==> src/rtl/mem_responder.sv <==
// Multi-cycle memory responder: one read/write per transaction, LATENCY wait cycles, one-cycle ready pulse.
// Optional macro MEM_PROTO_CHK_EN adds a sticky proto_err flag for requester protocol violations.
module mem_responder #(
    parameter int DATA_W  = 8,
    parameter int ADDR_W  = 5,
    parameter int LATENCY = 2
) (
    input  logic              clk,
    input  logic              reset,
    input  logic              mem_read,
    input  logic              mem_write,
    input  logic [ADDR_W-1:0] adr,
    input  logic [DATA_W-1:0] wdata,
    output logic [DATA_W-1:0] rdata,
    output logic              ready,
`ifdef MEM_PROTO_CHK_EN
    output logic              busy,
    output logic              proto_err
`else
    output logic              busy
`endif
);

    localparam int           DEPTH    = 2 ** ADDR_W;
    localparam logic [3:0]   CNT_INIT = 4'(LATENCY - 1);

    typedef enum logic [1:0] {
        ST_IDLE = 2'd0,
        ST_WAIT = 2'd1,
        ST_RESP = 2'd2
    } state_t;

    state_t              state_q, state_d;
    logic [3:0]          cnt_q, cnt_d;
    logic [ADDR_W-1:0]   adr_q, adr_d;
    logic [DATA_W-1:0]   wdata_q, wdata_d;
    logic                wr_q, wr_d;
    logic [DATA_W-1:0]   rdata_q, rdata_d;
    logic                ready_q, ready_d;
    logic                busy_q, busy_d;
    logic                mem_we_s;
    logic                req_s;
    logic [DATA_W-1:0]   mem_q [DEPTH];

    assign req_s = mem_read | mem_write;

    // Next-state, request capture and completion logic
    always_comb begin
        state_d  = state_q;
        cnt_d    = cnt_q;
        adr_d    = adr_q;
        wdata_d  = wdata_q;
        wr_d     = wr_q;
        rdata_d  = rdata_q;
        ready_d  = 1'b0;
        mem_we_s = 1'b0;
        case (state_q)
            ST_IDLE: begin
                if (req_s) begin
                    adr_d   = adr;
                    wdata_d = wdata;
                    wr_d    = mem_write;
                    cnt_d   = CNT_INIT;
                    state_d = ST_WAIT;
                end else begin
                    state_d = ST_IDLE;
                end
            end
            ST_WAIT: begin
                if (cnt_q != 4'd0) begin
                    cnt_d = cnt_q - 4'd1;
                end else begin
                    // The op is committed on the same edge that enters RESP
                    state_d = ST_RESP;
                    ready_d = 1'b1;
                    if (wr_q) begin
                        mem_we_s = 1'b1;
                    end else begin
                        rdata_d = mem_q[adr_q];
                    end
                end
            end
            ST_RESP: begin
                state_d = ST_IDLE;
            end
            default: begin
                state_d = ST_IDLE;
            end
        endcase
        busy_d = (state_d != ST_IDLE);
    end

    // Control and output registers
    always_ff @(posedge clk) begin
        if (reset) begin
            state_q <= ST_IDLE;
            cnt_q   <= 4'd0;
            adr_q   <= '0;
            wdata_q <= '0;
            wr_q    <= 1'b0;
            rdata_q <= '0;
            ready_q <= 1'b0;
            busy_q  <= 1'b0;
        end else begin
            state_q <= state_d;
            cnt_q   <= cnt_d;
            adr_q   <= adr_d;
            wdata_q <= wdata_d;
            wr_q    <= wr_d;
            rdata_q <= rdata_d;
            ready_q <= ready_d;
            busy_q  <= busy_d;
        end
    end

    // Storage array; contents survive reset, but a write pending at reset is dropped
    always_ff @(posedge clk) begin
        if (mem_we_s && !reset) begin
            mem_q[adr_q] <= wdata_q;
        end
    end

    assign rdata = rdata_q;
    assign ready = ready_q;
    assign busy  = busy_q;

`ifdef MEM_PROTO_CHK_EN
    logic proto_q, proto_d;

    // Sticky flag: dual request at acceptance, or any request during RESP
    always_comb begin
        proto_d = proto_q;
        if ((state_q == ST_IDLE && mem_read && mem_write) ||
            (state_q == ST_RESP && req_s)) begin
            proto_d = 1'b1;
        end else begin
            proto_d = proto_q;
        end
    end

    // Protocol error flag register
    always_ff @(posedge clk) begin
        if (reset) begin
            proto_q <= 1'b0;
        end else begin
            proto_q <= proto_d;
        end
    end

    assign proto_err = proto_q;
`endif

endmodule

==> config.mk <==
export PLATFORM = sky130hd
export DESIGN_NAME = mem_responder
export DESIGN_NICKNAME = d
export VERILOG_FILES = /design/src/rtl/mem_responder.sv
export SDC_FILE = /design/constraint.sdc
export NUM_CORES = 1
export LEC_CHECK = 0
export ABC_AREA = 1
export BUFFER_PORTS_ARGS = -buffer_cell sky130_fd_sc_hd__buf_2
export CORE_UTILIZATION = 50
export DETAILED_ROUTE_END_ITERATION = 16
export HOLD_SLACK_MARGIN = 0.15
export PLACE_DENSITY = 0.69
export SLEW_MARGIN = 20
export SYNTH_ARGS = -nofsm -noshare
export SYNTH_HDL_FRONTEND = slang
export SYNTH_SLANG_ARGS = --single-unit
==> constraint.sdc <==
create_clock -name clk -period 2.4 [get_ports clk]
set_clock_uncertainty 0.15 [all_clocks]
set_input_delay 0.36 -clock clk [delete_from_list [all_inputs] [get_ports clk]]
set_output_delay 0.36 -clock clk [all_outputs]
set_load 0.1 [all_outputs]
==> impl_metrics.toml, run 1 <==
[logic_synthesis]
syn_area_per_cell_sq_um = 10.2
ys_async_sr_fraction = 0
synth_area_sq_mm = 0.0119
synth.ff_latch_count = 286
yosys.cell_types.count = 27
synthFlopType = "edfxtp_1"
syn_nets = 1176
yosys_warnings = 0
seq_area_frac_synth = 0.698
synth_edf_count = 256
synth_cells = 1158

[die]
fp.dieH_um = 156
start_util = 0.507
die_area_sq_mm = 0.0244
die_x_um = 156
rows = 56
io_pins = 27
core-area_sq_mm = 0.0234

[sta]
timing.fmax_mhz = 446
hold_violations = 0
rsz0062_at_grt = "no"
period_share = 0.934
setup_tns_ns = 0
setup_viol = 0
slew_headroom = 0.594
worst_pin_slew_ns = 0.609
min_period_ns = 2.24
maxSlewViolCount = 0

[clocking]
clock-root-buffer = "clkbuf_16"
numCtsBuffers = 29
clk_latency_ns = 0.54
cts_sinks = 286
clock_path_buffers = 3
clk_pin_slew_ns = 0.06
htree_levels = 1
cts_tree = "built"

[setup_path]
cp.required_ns = 2.50
r2r-start = "cnt_q[0]"
r2r_end = "mem_q[25][4]"
reg2reg_slack_ns = 0.16
criticalPathCategory = "flip-flop to flip-flop"
crit_fanout = 5
crit_path_end_kind = "flip-flop"
worst_r2r_path_depth = 10
start_kind = "flip-flop"
arrival_ns = 2.35

[global_routing]
grt_first_pass_wirelength_um = 41100
gr-total-overflow = 0
antenna_found_initial = 0
grtUsageTotal = 0.226
grt_max_degree = 82
grt_pass1_vias = 7833

[detailed_routing]
avgViaCountPerCell = 5.08
drc = 0
wire_per_inst_um = 17.0
ant_nets = 0
drtPass1Iterations = 5
drt_iter0_drc = 554
routed_wl_um = 27000
via_count = 8096

[cells_and_area]
area_growth_pct = 15.9
nets = 1269
multi_input_area_sq_mm = 0.00316
layout_commonest_cell = "nand2_1"
final_cell_mix = "599 x nand2_1, 256 x edfxtp_1, 84 x nor2_1"
ff_latch_area_sq_mm = 0.00829
drive_gt1_frac = 0.119
stdcell_count = 1593
diodes = 0
fillers = 1969

[placement]
place_inst = 1523
port_buffers = 26
place_congestion = 0.827
place_hpwl_um = 16200

[hold_path]
hold_end = "adr_q[4]"
hold_path_depth = 4
hold_start = "mem_read"
hp-class = "input port to flip-flop"

[flow_run]
drv_cap = 0

[pwr]
powerDensity_mw_per_mm2 = 864
peakVddDrop_uv = 594
p_leak_nw = 5.71

[run_status]
status = "finished clean"
final cells by class:
class / count / share of cell area
timing repair buffer: 111 / 0.0615
clock buffer: 37 / 0.0549
multi-input combinational: 785 / 0.230
clock inverter: 17 / 0.0113
inverter: 38 / 0.0106
sequential: 286 / 0.603
tap: 319 / 0.0290
cell usage after synthesis (2+ instances only):
| cell | number | area share |
|---|---|---|
| o21ai_0 | 17 | 0.0072 |
| nor2_1 | 84 | 0.027 |
| nor3_1 | 2 | 0.00084 |
| nor3_2 | 9 | 0.0076 |
| buf_1 | 7 | 0.0022 |
| nand3_1 | 51 | 0.022 |
| buf_2 | 15 | 0.0063 |
| a21oi_1 | 10 | 0.0042 |
| dfxtp_1 | 30 | 0.051 |
| buf_4 | 19 | 0.012 |
| clkbuf_1 | 7 | 0.0022 |
| o21ai_1 | 3 | 0.0013 |
| nand2_1 | 599 | 0.19 |
| inv_2 | 4 | 0.0013 |
| edfxtp_1 | 256 | 0.65 |
| nand4_1 | 2 | 0.0011 |
| inv_1 | 33 | 0.010 |
per-stage QoR:
step | setup WS, ns | hold slack, ns | power [mW] | area, sq um | utilization
global placement | 0.242 | 0.347 | 7.60 | 12700 | 0.542
global route | 0.00411 | 0.195 | 12.3 | 13800 | 0.588
detailed placement | 0.162 | 0.360 | 7.63 | 12700 | 0.542
finish | 0.158 | 0.174 | 11.9 | 13800 | 0.588
CTS | 0.135 | 0.155 | 11.9 | 13700 | 0.587
floorplan | 0.221 | 0.319 | 7.06 | 11900 | -
report_power, final:
part / internal [mW] / switching [mW] / leakage, nW
clock network: 2.53 / 1.78 / 0.440
registers: 5.64 / 0.0741 / 2.59
logic: 0.459 / 1.40 / 2.69
total: 8.63 / 3.25 / 5.71
registers in the layout, summed over array words and instances, names as in the netlist:
signal and flops:
adr_q 5, busy 1, cnt_q 4, mem_q 256, rdata 8, ready 1, state_q 2, wdata_q 8
wr_q 1
worst max path at each step:
stage                         from      endpoint  slack (ns)
after CTS                 cnt_q[0]  mem_q[25][5]        0.14
after detailed placement  cnt_q[0]  mem_q[10][2]        0.16
final                     cnt_q[0]  mem_q[25][4]        0.16
after global placement    cnt_q[0]   mem_q[7][2]        0.24
after floorplan           cnt_q[0]   mem_q[0][0]        0.22
after global routing      cnt_q[0]  mem_q[25][5]       0.004
kinds of logic (layout without fill, tap and decap cells):
logic type / Yosys count / count (layout) / synth area share
fa+ha+maj: 1 / 1 / 0.00105
flops: 286 / 286 / 0.698
compound gates: 31 / 31 / 0.0132
buf+inv: 87 / 203 / 0.0359
simple gates: 753 / 753 / 0.252
metal layers:
layer	vias up	global-route usage	routed length [um]
met5	-	0	0
met4	0	0.0817	835
met3	65	0.0319	1830
met2	288	0.383	13100
met1	3772	0.297	11300
li1	3971	-	-
worst max-delay path, stage by stage, from the launching register on:
cell and delay [ns]:
dfxtp_1 0.32, inv_1 0.09, ha_1 0.18, inv_1 0.05
nor3_2 0.16, nand2_2 0.14, nor3_4 0.20, nand3_1 0.13
buf_4 0.20, nor2_1 0.16, buf_4 0.17
repair_timing:
action / in CTS / in global routing
setup endpoints to repair: 0 / 31
hold buffers: 16 / 0
setup buffers: 0 / 0
endpoints found under the hold margin: 20 / 0
resized for setup: 0 / 1
Power figures use the tool's default switching activity.
==> inputs of run 2 (changes only) <==
GPL_TIMING_DRIVEN = 0   (was default)
clock period = 2.66 ns   (was 2.4 ns; I/O delays follow)
==> run 2 against run 1 <==
Net effect: final area is 0.76% higher; largest power group unchanged; via count is 4.3% higher; first-iteration DRC count is 60% higher; flip-flop and latch count stayed put; critical endpoint is now mem_q[8][3]; routed wire length is 13% higher; setup slack worse by 0.059 ns; core utilization is 0.44 points higher.
==> impl_metrics.toml, run 2 (synthesis gave the netlist of run 1 again) <==
[run_status]
status = "finished clean"

[clocking]
cts_tree = "built"
htree_levels = 1
numCtsBuffers = 30
clk_pin_slew_ns = 0.06
clk_latency_ns = 0.56
clock-root-buffer = "clkbuf_16"
clock_path_buffers = 3
cts_sinks = 286

[pwr]
p_int_mw = 7.73
peakVddDrop_uv = 643
p_leak_nw = 5.59
combinationalPowerShare = 0.150
swShare = 0.287
powerDensity_mw_per_mm2 = 783
p_sw_mw = 3.11
p_clk_frac = 0.359
seq_power_share = 0.491

[sta]
setup_viol = 0
slew_headroom = 0.282
maxSlewViolCount = 0
min_period_ns = 2.56
period_share = 0.963
fin_ws_ns = 0.0986
hold_violations = 0
setup_tns_ns = 0
worst_pin_slew_ns = 1.08
timing.fmax_mhz = 390

[placement]
pre_cts_slack_ns = -0.388
dpl_cell_area_sq_mm = 0.0124
place_hpwl_um = 18600
place_congestion = 0.893
port_buffers = 26

[cells_and_area]
area_growth_pct = 16.8
finalCoreUtilization = 0.592
largest_reg_flops = 256
final_cell_mix = "598 x nand2_1, 256 x edfxtp_1, 52 x nor2_1"
nets = 1254
layout_commonest_cell = "nand2_1"
diodes = 0
stdcell_area_sq_mm = 0.0139
drive_gt1_frac = 0.134
largest_register = "mem_q"

[setup_path]
r2r-start = "cnt_q[0]"
crit_path_end = "mem_q[8][3]"
startpoint = "cnt_q[0]"
cp.required_ns = 2.72
r2r_end = "mem_q[8][3]"
cp.buffers_inverters = 3
crit_family = "simple AND/OR/NAND/NOR gates"
worst_r2r_path_depth = 9
path_depth = 9
arrival_ns = 2.62
reg2reg_slack_ns = 0.1
cpMaxStageDelayCell = "nor2_4"
crit_chain = "inv_1 -> ha_1 -> inv_1 -> nor3_2 -> nand2_2 -> nor3_4 -> buf_12 -> nand3_4 -> nor2_4"
start_kind = "flip-flop"
slowest_delay_ns = 0.40
criticalPathCategory = "flip-flop to flip-flop"
crit_fanout = 8
crit_path_end_kind = "flip-flop"
cpMostUsedCell = "inv_1"

[detailed_routing]
wire_per_inst_um = 19.3
drc = 0
avgViaCountPerCell = 5.35
drtPass1Iterations = 5
routed_wl_um = 30500
drt_iter0_drc = 886
via_count = 8441
ant_nets = 0

[global_routing]
grtUsageTotal = 0.254
grt_max_degree = 34
grt_pass1_vias = 7916
gr-total-overflow = 0
grt_first_pass_wirelength_um = 45600
antenna_found_initial = 1

[hold_path]
hp-class = "input port to flip-flop"

[die]
fp.dieH_um = 156
start_util = 0.507
die_x_um = 156
io_pins = 27
core-area_sq_mm = 0.0234
die_area_sq_mm = 0.0244
rows = 56

[flow_run]
drv_cap = 0
==> run 2: worst register-to-register path: stages, from the launching register on <==
cell	delay, ns
dfxtp_1	0.31
inv_1	0.09
ha_1	0.19
inv_1	0.06
nor3_2	0.17
nand2_2	0.16
nor3_4	0.28
buf_12	0.16
nand3_4	0.25
nor2_4	0.41
==> run 2: worst min-delay path by stage <==
stage,depth (start not counted),end,startpoint,slack (ns)
detailed placement,2,cnt_q[0],cnt_q[0],0.34
global route,2,cnt_q[0],cnt_q[0],0.37
finish,6,cnt_q[1],mem_read,0.35
floorplan,2,cnt_q[0],cnt_q[0],0.32
CTS,6,cnt_q[1],mem_read,0.32
global placement,2,cnt_q[0],cnt_q[0],0.34
==> run 2: layer usage <==
metal / share of wire / routed length (um) / track usage / vias up
met5: 0 / 0 / 0 / -
met4: 0.037 / 1130 / 0.0948 / 0
met3: 0.087 / 2650 / 0.0436 / 83
met2: 0.48 / 14600 / 0.419 / 409
met1: 0.40 / 12200 / 0.339 / 3998
li1: - / - / - / 3951
==> run 2: power groups by stage <==
| stage | clock network (mW) | logic (mW) | registers, mW |
|---|---|---|---|
| 2_1_floorplan | 0 | 0.906 | 5.46 |
| 3_3_place_gp | 0 | 1.50 | 5.41 |
| 3_5_place_dp | 0 | 1.52 | 5.41 |
| 4_1_cts | 3.90 | 1.58 | 5.32 |
| 5_1_grt | 4.06 | 1.77 | 5.34 |
| 6_report | 3.89 | 1.63 | 5.32 |
==> run 2: per-stage QoR <==
step	cells	hold WS [ns]	total power [mW]
global placement	1503	0.345	6.91
global route	1579	0.370	11.2
finish	1579	0.351	10.8
floorplan	1158	0.319	6.37
CTS	1574	0.323	10.8
detailed placement	1503	0.343	6.93
==> run 2: repair_timing <==
action                     in CTS  in global routing
pin swaps                       0                  7
cloned                          0                  0
buffers inserted                0                  5
hold endpoints to repair       17                  0
setup endpoints to repair     256                256
resized for setup              64                  9
hold buffers                   15                  0
==> run 2: layout make-up <==
cell class | count | area (sq um)
sequential | 286 | 8300
multi-input combinational | 785 | 3450
clock buffer | 47 | 868
tap | 319 | 399
timing repair buffer | 46 | 380
buffer | 49 | 282
fill | 1898 | 9540
clock inverter | 9 | 41.3
inverter | 38 | 145
